File: src/rtl/imem_pkg.sv
// Shared types and constants for the instruction-memory loader.
package imem_pkg;

    typedef enum logic [1:0] {
        IDLE,
        LOAD,
        FILL,
        RUN
    } state_t;

    localparam int         IMEM_DEPTH = 16;
    localparam int         IMEM_AW    = 4;
    localparam logic [7:0] NOP_INSTR  = 8'h40;

endpackage

File: src/rtl/imem_array.sv
// Instruction storage: synchronous write, asynchronous read, no reset.
module imem_array #(
    parameter int DEPTH = 16,
    parameter int AW    = 4,
    parameter int WIDTH = 8
) (
    input  logic             clk,
    input  logic             we,
    input  logic [AW-1:0]    waddr,
    input  logic [WIDTH-1:0] wdata,
    input  logic [AW-1:0]    raddr,
    output logic [WIDTH-1:0] rdata
);

    logic [WIDTH-1:0] mem [DEPTH];

    always_ff @(posedge clk) begin
        if (we) begin
            mem[waddr] <= wdata;
        end
    end

    assign rdata = mem[raddr];

endmodule

File: src/rtl/imem_loader.sv
// Loads a program byte stream into instruction memory, NOP-pads the tail,
// holds the core in reset while loading and serves mem[pc] once running.
module imem_loader
    import imem_pkg::*;
#(
    parameter int         DEPTH = IMEM_DEPTH,
    parameter logic [7:0] NOP   = NOP_INSTR
) (
    input  logic       clk,
    input  logic       reset,
    input  logic       load_start,
    input  logic [4:0] load_count,
    input  logic       in_valid,
    input  logic [7:0] in_data,
    output logic       in_ready,
    input  logic [7:0] pc,
    output logic [7:0] instruction,
    output logic       cpu_reset,
    output logic       load_done,
    output logic       busy
);

    localparam int                 CW   = IMEM_AW + 1;
    localparam logic [CW-1:0]      FULL = CW'(DEPTH);
    localparam logic [IMEM_AW-1:0] LAST = IMEM_AW'(DEPTH - 1);

    state_t             state;
    logic [IMEM_AW-1:0] waddr;
    logic [CW-1:0]      cnt;
    logic [CW-1:0]      count_clamped;
    logic               we;
    logic [7:0]         wdata;
    logic [7:0]         rdata;

    assign count_clamped = (load_count > FULL) ? FULL : load_count;

    assign we    = ((state == LOAD) && in_valid) || (state == FILL);
    assign wdata = (state == FILL) ? NOP : in_data;

    imem_array #(
        .DEPTH (DEPTH),
        .AW    (IMEM_AW),
        .WIDTH (8)
    ) u_array (
        .clk   (clk),
        .we    (we),
        .waddr (waddr),
        .wdata (wdata),
        .raddr (pc[IMEM_AW-1:0]),
        .rdata (rdata)
    );

    // Only addresses inside the array and only while running reach the core.
    assign instruction = ((state == RUN) && (pc[7:IMEM_AW] == '0)) ? rdata : NOP;

    // Outputs are set alongside the state transition so they track state exactly.
    always_ff @(posedge clk) begin
        if (reset) begin
            state     <= IDLE;
            waddr     <= '0;
            cnt       <= '0;
            in_ready  <= 1'b0;
            cpu_reset <= 1'b1;
            load_done <= 1'b0;
            busy      <= 1'b0;
        end else begin
            load_done <= 1'b0;
            unique case (state)
                IDLE, RUN: begin
                    if (load_start && (load_count != '0)) begin
                        state     <= LOAD;
                        cnt       <= count_clamped;
                        waddr     <= '0;
                        in_ready  <= 1'b1;
                        busy      <= 1'b1;
                        cpu_reset <= 1'b1;
                    end
                end
                LOAD: begin
                    if (in_valid) begin
                        waddr <= waddr + 1'b1;
                        if ({1'b0, waddr} == cnt - 1'b1) begin
                            in_ready <= 1'b0;
                            if (cnt < FULL) begin
                                state <= FILL;
                            end else begin
                                state     <= RUN;
                                busy      <= 1'b0;
                                cpu_reset <= 1'b0;
                                load_done <= 1'b1;
                            end
                        end
                    end
                end
                FILL: begin
                    waddr <= waddr + 1'b1;
                    if (waddr == LAST) begin
                        state     <= RUN;
                        busy      <= 1'b0;
                        cpu_reset <= 1'b0;
                        load_done <= 1'b1;
                    end
                end
                default: begin
                    state <= IDLE;
                end
            endcase
        end
    end

endmodule

File: config.mk
export PLATFORM = sky130hd
export DESIGN_NAME = imem_loader
export DESIGN_NICKNAME = d
export VERILOG_FILES = /design/src/rtl/imem_pkg.sv /design/src/rtl/imem_array.sv /design/src/rtl/imem_loader.sv
export SDC_FILE = /design/constraint.sdc
export NUM_CORES = 1
export LEC_CHECK = 0
export ABC_AREA = 1
export BUFFER_PORTS_ARGS = -buffer_cell sky130_fd_sc_hd__buf_2
export CELL_PAD_IN_SITES_DETAIL_PLACEMENT = 1
export CELL_PAD_IN_SITES_GLOBAL_PLACEMENT = 2
export CORE_AREA = 2 2 125 127
export DETAILED_ROUTE_END_ITERATION = 10
export DIE_AREA = 0 0 127 129
export GPL_TIMING_DRIVEN = 0
export PLACE_DENSITY = 0.77
export REMOVE_ABC_BUFFERS = 1
export SYNTH_ARGS = -nofsm -noshare
export SYNTH_HDL_FRONTEND = slang
export SYNTH_SLANG_ARGS = --single-unit
File: constraint.sdc
create_clock -name clk -period 2.1 [get_ports clk]
set_clock_uncertainty 0.1 [all_clocks]
set_input_delay 0.315 -clock clk [delete_from_list [all_inputs] [get_ports clk]]
set_output_delay 0.315 -clock clk [all_outputs]
set_load 0.02 [all_outputs]
# --- Word-level counts from Yosys, hierarchy flattened ---
# Memories as Yosys holds them, arrays and structs flattened.
# Cells that the tools add are included.
totals:
  regBits: 15
  latchBits: 0
  mem_bits_rw: 128
  romBits: 0
  out_inout_bits: 12
  elab_cells: 64
  mem_count: 1
classes:
  n_addsub: 2
  mul: 0
  div: 0
  n_lt_le_gt_ge: 2
  n_eq_ne: 10
  shift: 0
  muxes: 28
  bitwise_logic: 0
  n_reduce_logical: 14
memory_table:
  columns: ["name", "depth", "width", "rd", "rd_clocked_by_memory_dff", "write_ports", "line_no", "source"]
  rows:
  - ["u_array.mem", 16, 8, 1, 0, 1, "imem_array.sv:15", "logic [WIDTH-1:0] mem [DEPTH];"]
ops:
  columns: ["cell", "n"]
  rows:
  - ["8-bit two-way mux", 2]
  - ["1-bit two-way mux", 14]
  - ["4-bit case mux with 3 select lines", 1]
  - ["2-bit two-way mux", 4]
  - ["4-bit two-way mux", 2]
  - ["4-bit AND reduction", 2]
  - ["2-bit inequality test (second input constant)", 3]
  - ["2-bit case mux with 3 select lines", 1]
  - ["4-bit by 5-bit == test with 1-bit output", 1]
  - ["5-bit > comparator (second input constant)", 1]
  - ["5-bit less-than comparator (second input constant)", 1]
  - ["5-bit two-way mux", 1]
  - ["5-bit AND reduction", 1]
  - ["5-bit nonzero test", 1]
  - ["5-bit by 1-bit subtractor with 5-bit output (second input constant)", 1]
  - ["4-bit by 1-bit adder with 4-bit output (second input constant)", 1]
  - ["2-bit == test (second input constant)", 2]
  - ["4-bit == test (second input constant)", 1]
  - ["4-bit logical NOT", 1]
  - ["2-bit by 1-bit inequality test with 1-bit output (second input constant)", 2]
  - ["1-bit case mux with 2 select lines", 2]
  - ["2-bit AND reduction", 2]
  - ["1-bit logical AND", 3]
  - ["1-bit case mux with 3 select lines", 1]
  - ["5 further kinds", 5]

# --- Longest topological paths before layout ---
logic_depth:
  ltp_word: 5
  mapped_depth: 14

# --- Hierarchy ---
# Synthesis repeated with hierarchy kept, for this count alone.
unflattened:
  hier_cells: 722
  hier_area_um2: 6677.7
modules_own_cells:
  columns: ["mod", "n_inst", "cells_per_inst", "area_each_um2", "seq_area_each_um2"]
  rows:
  - ["imem_array", 1, 543, 5606.6, 3843.7]
  - ["imem_loader", 1, 179, 1071.0, 300.3]

# --- Worst setup path after synthesis ---
# OpenSTA, ideal clock, no wires.
synth_path:
  path_type: "register -> register"
  from: "register state[1]"
  to: "memory u_array.mem[7][0] (enable)"
  t_arrival_ps: 1433
  slack_ps: 184
  path_stages_with_launch: 7
  path_buffers: 0
  path_cell_list: "dfxtp_1 -> inv_1 -> ha_1 -> nand2_1 -> inv_1 -> nor2_1 -> nor3_1"
synth_between:
  elab_chain_cells: 5
synth_rtl:
  columns: ["item", "line_no", "source"]
  rows:
  - ["start, declared", "imem_loader.sv:27", "state_t state;"]
  - ["start signal, assigned", "imem_loader.sv:59", "state <= IDLE;"]
  - ["start signal, assigned", "imem_loader.sv:71", "state <= LOAD;"]
  - ["start signal, assigned", "imem_loader.sv:85", "state <= FILL;"]
  - ["2-bit by 1-bit == test with 1-bit output", "imem_loader.sv:37", "assign we = ((state == LOAD) && in_valid) || (state == FILL);"]
  - ["1-bit logical AND", "imem_loader.sv:37", null]
  - ["1-bit logical OR *", "imem_loader.sv:37", null]
  - ["1-bit two-way mux *", "imem_array.sv:18", "if (we) begin"]
  - ["1-bit two-way mux (implied by the code) *", "imem_array.sv:19", "mem[waddr] <= wdata;"]
  - ["end, declared", "imem_array.sv:15", null]
# Every way passes the cells marked *; elsewhere a longest branch is shown, timed or not.

# --- Final worst setup path ---
layout_path:
  from: "input pc[2]"
  to: "output instruction[4]"
layout_between:
  elab_chain_cells: 2
layout_rtl:
  columns: ["item", "line_no", "source"]
  rows:
  - ["start, declared", "imem_loader.sv:16", "input logic [7:0] pc,"]
  - ["memory read 16 x 8 bit", null, null]
  - ["8-bit two-way mux", "imem_loader.sv:54", "assign instruction = ((state == RUN) && (pc[7:IMEM_AW] == '0)) ? rdata : NOP;"]
  - ["end, declared", "imem_loader.sv:17", "output logic [7:0] instruction,"]
# No other way between the ends.

==> metrics.md <==
| Metric | Value |
|---|---|
| Final cell count without fillers | 783 |
| Slew Limit Fails | 0 |
| Critical path fanouts, max | 21 |
| DR DRC count | 0 |
| Min cycle time layout | 2.08 ns |
| Total track usage | 21.1% |
| Top FF cell, synth | edfxtp_1 |
| Fillers | 1552 |
| Synth Instances | 541 |
| Initial core utilization | 40.7% |
| CP arrival | 1.67 ns |
| Cell variety after synth | 29 |
| WP data required | 1.68 ns |
| Clock-pin slew on the worst setup and hold paths | 0.06 ns |
| Final Hold Fails | 0 |
| Drt total wl | 16500 um |
| Post-Place Cells | 740 |
| Antenna-violating nets left | 0 |
| Synthesized cell area | 0.00609 mm^2 |
| Run status | finished, final reports clean |
| Antenna Cells | 0 |
| Seq. cell area | 0.00415 mm^2 |
| Die height | 129 um |
| Worst r2r path cells | 6 |
| Hold EP | cnt[4] |
| CP Launch Type | input port |
| DP Wirelength | 9810 um |
| Async set or reset register ratio after synthesis | 0% |
| Cell accounting for the most synthesized area | edfxtp_1 |
| Per-cell routed wire length | 21.1 um |
| Cell area power density | 1060 mW/mm^2 |
| Via density | 5.49 |
| Leakage power | 2.60 nW |
| Crit Reg-Reg Startpoint | state[0] |
| RSZ-0062 raised after global routing | true |
| CTS tree | done |
| Worst path most repeated cell | buf_4 |
| PortBufs | 36 |
| Core ar. | 0.0150 mm^2 |
| DR pass1 iterations | 4 |
| #FFs+latches synth | 143 |
| Seq/Total Area, Yosys | 68.0% |
| Max H-tree Level | 4 |
| Drt first-iter violations | 377 |
| Final setup viols | 0 |
| Max incr delay on CP | 0.29 ns |
| Min-delay src | load_count[4] |
| CTS Root Buffer Type | clkbuf_16 |
| Die width | 127 um |
| Cell Rows | 45 |
| Initial antenna violation count | 0 |
| PnR Total Power | 7.95 mW |
| Max VDD drop | 0.553 mV |
| Max-Cap Viols | 0 |
| Register-to-register setup slack | 0.08 ns |
| Measured slew at the worst slew-check pin | 0.832 ns |
| Layout cells sized above 1 | 22.5% |
| Clock Latency Late Sink | 0.42 ns |
| Die area | 0.0164 mm^2 |
| Post-synthesis average cell area | 11.3 um^2 |
| Top-area cell type share of the netlist area | 63.1% |
| CTS Buffer Depth | 2 |
| FF-to-FF End | u_array.mem[5][0] |
| Final setup margin | 0.0182 ns |
| Largest net degree at the start of global routing | 69 |
| Worst slew margin | 44.5% |
| Via Count | 4301 |
| Crit path kind | input port to primary output |
| CP endpoint kind | primary output |
| Num ports | 37 |
| CP Cell Sequence | buf_4 -> clkinvlp_4 -> buf_4 -> o211ai_1 -> a21oi_2 -> a211oi_4 -> buf_6 |
| Routability Congestion | 0.816 |
| EDFF count, synth | 128 |
| Final Util | 50.2% |
| CTS sink cnt | 143 |
| Post-synth top cells | 128 x edfxtp_1, 109 x nor2_1, 66 x o21ai_0, 38 x nand2_1, 33 x inv_1 |
| Area of the multi-input gates | 0.00193 mm^2 |
| Hold depth | 2 |
| Crit-path slowest cell | buf_4 |
| CTS Buf Count | 17 |
| Synth warn | 0 |
| Pre-CTS WS | -1.59 ns |
| CTS Hold Bufs | 0 |
| Final nets | 615 |
| Hold/Removal Path Class | input port to flip-flop |
| First-pass GRT wire length | 25700 um |
| Final period util | 99.1% |
| Area Overhead vs Synth | 23.4% |
| Number of global-route vias before repair | 4599 |
| Count leader, synth | edfxtp_1 |
| Fin Setup TNS | 0 ns |
| GRT overflow | 0 |
| Dominant cells by area after synthesis | edfxtp_1 63%, nor2_1 6.7%, o21ai_0 5.4%, dfxtp_1 4.9%, nand2_1 2.3% |
| FMAX | 480 MHz |
==> critical path: cells and delay by family <==
family / cells / cell delay (ns)
AO/OA/AOI/OAI: 3 / 0.53
buffers and inverters: 4 / 0.82
==> how the worst max path moves through the flow <==
stage / startpoint / to / cells after the start / slack (ns)
after global placement: pc[0] / instruction[4] / 7 / -1.48
after detailed placement: pc[0] / instruction[7] / 7 / -1.59
after floorplan: pc[0] / instruction[4] / 5 / 0.03
final: pc[2] / instruction[4] / 7 / 0.02
after CTS: state[1] / u_array.mem[9][4] / 8 / -0.12
after global routing: u_array.mem[14][7] / instruction[7] / 7 / -0.09
==> metrics by stage <==
step / hold WS [ns] / instance area, um^2
finish: 0.0300 / 7520
global route: 0.0329 / 7520
CTS: 0.0156 / 7260
detailed placement: 0.361 / 6400
global placement: 0.344 / 6390
floorplan: 0.284 / 5980
==> what timing repair did <==
| item | 4_1_cts | 5_1_grt |
|---|---|---|
| setup endpoints to repair | 248 | 248 |
| gates resized for setup | 60 | 45 |
| cloned | 1 | 1 |
| buffers inserted | 5 | 4 |
| pin swaps | 8 | 16 |
==> routing by layer <==
| metal | vias up | global-route usage, % | part of all wire (%) |
|---|---|---|---|
| met3 | 19 | 5.24 | 3.6 |
| li1 | 2025 | - | - |
| met1 | 2164 | 27.0 | 44 |
| met2 | 93 | 35.6 | 51 |
| met5 | - | 0 | 0 |
| met4 | 0 | 6.59 | 1.5 |
==> sequential cells by signal, summed over array words and instances, names as in the netlist <==
signal       count
busy             1
cnt              5
cpu_reset        1
in_ready         1
load_done        1
state            2
u_array.mem    128
waddr            4
==> power breakdown <==
part	internal, mW	switching (mW)	total [mW]	leakage (nW)
Clock	1.84	1.13	2.97	0.273
Sequential	3.40	0.0881	3.49	1.28
Combinational	0.450	1.04	1.49	1.05
Total	5.70	2.26	7.95	2.60
==> logic make-up after synthesis <==
logic type | after synthesis | synth area share, %
DFF | 143 | 68.0
AOI/OAI and AO/OA | 136 | 13.1
buffers and inverters | 65 | 4.33
adders and majority gates | 8 | 1.64
and+or+nand+nor | 189 | 12.9
==> placed cells by master (no fill, tap or decap), types with 10 or more instances in the layout <==
cell,instances
nor2_4,13
o21ai_1,13
nor2_2,10
o21ai_0,56
dfxtp_1,13
o211ai_1,18
nand2_1,35
nor2_1,88
nand3_1,22
inv_1,31
edfxtp_1,128
clkbuf_16,18
buf_2,25
a21oi_1,17
==> cell type report <==
cell class,count,share of cell area (%)
clock buffer,19,5.76
timing repair inverter,1,0.116
inverter,40,2.40
sequential,143,55.1
clock inverter,13,1.95
multi-input combinational,333,25.7
timing repair buffer,46,5.84
tap,188,3.13
(Power assumes the default switching activity.)
